==> config.mk <==
export PLATFORM = sky130hd
export DESIGN_NAME = jpeg_bit_packer
export DESIGN_NICKNAME = d
export VERILOG_FILES = /design/src/rtl/jpeg_bit_packer.sv
export SDC_FILE = /design/constraint.sdc
export NUM_CORES = 1
export LEC_CHECK = 0
export BUFFER_PORTS_ARGS = -buffer_cell sky130_fd_sc_hd__buf_2
export CAP_MARGIN = 20
export CORE_MARGIN = 2
export CORE_UTILIZATION = 50
export DETAILED_ROUTE_END_ITERATION = 7
export PLACE_DENSITY = 0.7
export SLEW_MARGIN = 0
export SYNTH_ARGS = -nofsm -noshare
export SYNTH_HDL_FRONTEND = slang
export SYNTH_SLANG_ARGS = --single-unit
==> constraint.sdc <==
create_clock -name clk -period 4.8 [get_ports clk]
set_clock_uncertainty 0.05 [all_clocks]
set_input_delay 0.24 -clock clk [delete_from_list [all_inputs] [get_ports clk]]
set_output_delay 0.24 -clock clk [all_outputs]
set_load 0.02 [all_outputs]
==> src/rtl/jpeg_bit_packer.sv <==
// jpeg_bit_packer: packs serial bits into bytes, pads on flush, stuffs 0x00 after 0xFF when JPEG_PACKER_STUFF_EN is defined
module jpeg_bit_packer (
  input  logic       clk,
  input  logic       rst,
  input  logic       bit_in,
  input  logic       bit_valid,
  output logic       bit_ready,
  input  logic       flush,
  output logic [7:0] out_data,
  output logic       out_valid,
  input  logic       out_ready,
  output logic       out_is_stuff,
  output logic       flush_done
);
  typedef enum logic [1:0] {ACCUM, EMIT_BYTE, EMIT_STUFF, DONE} state_t;
  state_t     state_q, state_d;
  logic [7:0] sreg_q, sreg_d, data_q, data_d, ns, pad;
  logic [2:0] cnt_q, cnt_d, nc;
  logic       flush_pend_q, flush_pend_d, xfer;
  // next-state: accumulate bits, complete or pad a byte, walk the emit/stuff/done sequence
  always_comb begin
    xfer = bit_valid && state_q == ACCUM;
    ns = xfer ? {sreg_q[6:0], bit_in} : sreg_q;
    nc = cnt_q + {2'b0, xfer};
    pad = (ns << (4'd8 - {1'b0, nc})) | (8'hFF >> nc);
    state_d = state_q;
    sreg_d = sreg_q;
    cnt_d = cnt_q;
    data_d = data_q;
    flush_pend_d = flush_pend_q;
    case (state_q)
      ACCUM: begin
        sreg_d = ns;
        cnt_d = nc;
        if (xfer && cnt_q == 3'd7) begin
          data_d = ns;
          state_d = EMIT_BYTE;
          flush_pend_d = flush_pend_q | flush;
        end else if (flush) begin
          flush_pend_d = 1'b1;
          cnt_d = 3'd0;
          data_d = nc != 3'd0 ? pad : data_q;
          state_d = nc != 3'd0 ? EMIT_BYTE : DONE;
        end
      end
      EMIT_BYTE: if (out_ready) begin
`ifdef JPEG_PACKER_STUFF_EN
        if (data_q == 8'hFF) begin
          state_d = EMIT_STUFF;
          data_d = 8'h00;
        end else
`endif
        state_d = flush_pend_q ? DONE : ACCUM;
      end
      EMIT_STUFF: if (out_ready) state_d = flush_pend_q ? DONE : ACCUM;
      DONE: begin
        flush_pend_d = 1'b0;
        state_d = ACCUM;
      end
      default: state_d = ACCUM;
    endcase
  end
  // state registers; reset drops any byte in flight
  always_ff @(posedge clk) begin
    if (rst) begin
      state_q <= ACCUM;
      sreg_q <= 8'h00;
      cnt_q <= 3'd0;
      data_q <= 8'h00;
      flush_pend_q <= 1'b0;
    end else begin
      state_q <= state_d;
      sreg_q <= sreg_d;
      cnt_q <= cnt_d;
      data_q <= data_d;
      flush_pend_q <= flush_pend_d;
    end
  end
  assign bit_ready = state_q == ACCUM;
  assign out_valid = state_q == EMIT_BYTE || state_q == EMIT_STUFF;
  assign out_data = data_q;
  assign flush_done = state_q == DONE;
`ifdef JPEG_PACKER_STUFF_EN
  assign out_is_stuff = state_q == EMIT_STUFF;
`else
  assign out_is_stuff = 1'b0;
`endif
endmodule

==> results.yml <==
status:
  status: "complete, no violations"
sta:
  slew_viol_final: 0
  finalCritPeriodShare_pct: 72.4
  hold_viol: 0
  finalSetupTns_ns: 0
  tightest_slew_ns: 0.692
  timing.fmax_ghz: 0.288
  slew_headroom_pct: 53.8
  setup_viol: 0
  setup_ws_ns: 1.32
  finalHoldWorstSlack_ns: 0.200
  fin_crit_ns: 3.48
  rsz0062_at_grt: "no"
clock_network:
  clkSinkCount: 22
  h-tree-depth: 1
  clockBufferDepth: 2
  path_clk_slew_ns: 0.12
  ctsResizeCount: 0
  cts_root_buffer: "clkbuf_4"
  cts_setup_buffers: 0
  ctsHoldBuffers: 0
  clk_latency_ns: 0.31
  cts_made_buffers: 3
  cts_tree: "done"
floorplan:
  die_y_um: 59.7
  dieArea_mm2: 0.00357
  fp.coreArea_mm2: 0.00300
  core.rowCount: 20
  die_x_um: 59.7
  ios: 18
  start_util_pct: 51.7
worst_setup_path:
  path_class: "register to register"
  cp_data_required_time_ns: 5.00
  r2r-start: "state_q[0]"
  end_kind: "register"
  crit_fanout: 18
  arrival_ns: 3.68
  critPathLaunch: "state_q[0]"
  r2r_slack_ns: 1.32
  cp-start-kind: "register"
global_route:
  grt_pass1_vias: 1361
  grt_use_total_pct: 23.0
  use_met2_pct: 35.2
  grt_overflow: 0
  grt-busiest-layer: "met2"
  grt_max_degree: 23
  met1_usage_pct: 31.0
  use_met3_pct: 5.84
  antenna_found_initial: 0
  grt_first_pass_wirelength_um: 6280
cells_and_area:
  fill_cells: 299
  area_growth_pct: 6.45
  final_nets: 214
  seq_area_um2: 440
  final_cell_count_no_fill: 234
  diodes: 0
  most-common-layout-cells: "dfxtp_1 (22), nor2_1 (18), a21oi_1 (17)"
  multi_input_area_mm2: 0.00100
  fin_util_pct: 55.0
  layout_commonest_cell: "dfxtp_1"
  drive_gt1_share_pct: 13.9
  fin_area_mm2: 0.00165
power:
  cell_internal_pwr_mw: 0.505
  p_sw_share_pct: 45.6
  p_switching_mw: 0.423
  p_total_mw: 0.928
  power_density_mw_per_mm2: 562
  leakage_nw: 0.687
  p_comb_share_pct: 56.6
  p_clk_share_pct: 15.3
  max-vdd-ir-drop_v: 0.000282
  seq_power_share_pct: 28.2
drt:
  drc: 0
  num_vias: 1528
  wl_per_cell_um: 16.2
  wl_um: 3780
  dr.pass1.iters: 4
  vias_per_cell: 6.53
  ant_nets: 0
  initialDrtViolationCount: 70
placed_design:
  post-place-ws_ns: 1.45
  gp_congestion: 0.936
  dpl-instance-area_mm2: 0.00160
  port_buffers: 16
  dp_hpwl_um: 2810
  dp.cells: 230
logic_synthesis:
  yosys_warnings: 0
  yosysUniqueCellTypes: 52
  netlist_top_cells_area: "dfxtp_1 (28%), a21oi_1 (5.5%), ha_1 (4.8%)"
  synth_top_area_cell: "dfxtp_1"
  syn-cell-area_mm2: 0.00155
  syn_inst: 195
  yosysSeqAreaShare_pct: 28.4
  synthArstFlopShare_pct: 0
  synth_ff_type: "dfxtp_1"
  ys_ff_latch: 22
  synth_top_area_share_pct: 28.4
  syn_area_per_cell_um2: 7.96
  syn_nets: 207
  synth_edf_count: 0
run:
  cap_violations: 0
worst_hold_path:
  min_from: "flush"
  hp-class: "input port to register"
[worst max-delay path, cell delays in order, from the launching register on]
cell and delay [ns]:
dfxtp_1 0.39, inv_1 0.06, ha_1 0.38, and3_1 0.27, ha_1 0.55, inv_1 0.18, nand2_1 0.12, inv_1 0.05
ha_1 0.23, and3b_1 0.50, a21oi_1 0.13, a21oi_1 0.24, nand3_1 0.12, a21oi_1 0.15
[Yosys cell counts (3+ instances only)]
library cell and n:
ha_1 6, nand2b_1 3, mux2i_1 5, inv_1 10
nand2_1 15, a31oi_1 7, and3_1 4, a21boi_0 4
nand3_1 7, and2_1 4, a211oi_1 5, a21oi_1 17
buf_2 5, o21ai_0 6, dfxtp_1 22, a211o_1 4
clkbuf_1 4, nor3_1 7, nor2_1 18, a311oi_1 3
[path summary, 6_finish.rpt]
kind,to,cells after the start
hold / removal,cnt_q[2],3
setup reg to reg,out_data[2],13
setup / recovery,out_data[2],13
hold reg to reg,flush_pend_q,2
[flip-flops by register name (all words and copies together) (netlist names)]
| signal | cells |
|---|---|
| state_q | 2 |
| sreg_q | 8 |
| out_data | 8 |
| flush_pend_q | 1 |
| cnt_q | 3 |
[logic make-up (layout without fill, tap and decap cells)]
group           count (synthesis)  count (layout)  synth area share, %
buf+inv                        24              30                 7.17
simple gates                   66              66                 20.8
fa+ha+maj                       6               6                 4.83
other cells                     1               1                0.242
mux                             6               6                 4.67
xor+xnor                        4               4                 3.63
flops                          22              22                 28.4
compound gates                 66              66                 30.3
[power groups by stage]
stage               combinational [mW]  clock, mW  sequential (mW)
finish                           0.525      0.142            0.262
global route                     0.577      0.152            0.268
CTS                              0.519      0.145            0.261
detailed placement               0.516          0            0.265
global placement                 0.506          0            0.262
floorplan                        0.402          0            0.273
[layout make-up]
type / count / area share [%]
clock buffers: 3 / 1.36
well taps: 33 / 2.50
inverters: 10 / 2.27
repair buffers: 16 / 4.84
clock inverters: 1 / 1.82
flip-flops and latches: 22 / 26.6
multi-input cells: 149 / 60.6
[per-layer routing]
metal / share of wire [%] / vias up
met4: 3.3 / 0
met5: 0 / -
met3: 7.4 / 14
li1: - / 728
met1: 44 / 710
met2: 46 / 76
No activity file was read; power rests on OpenSTA's default activity.
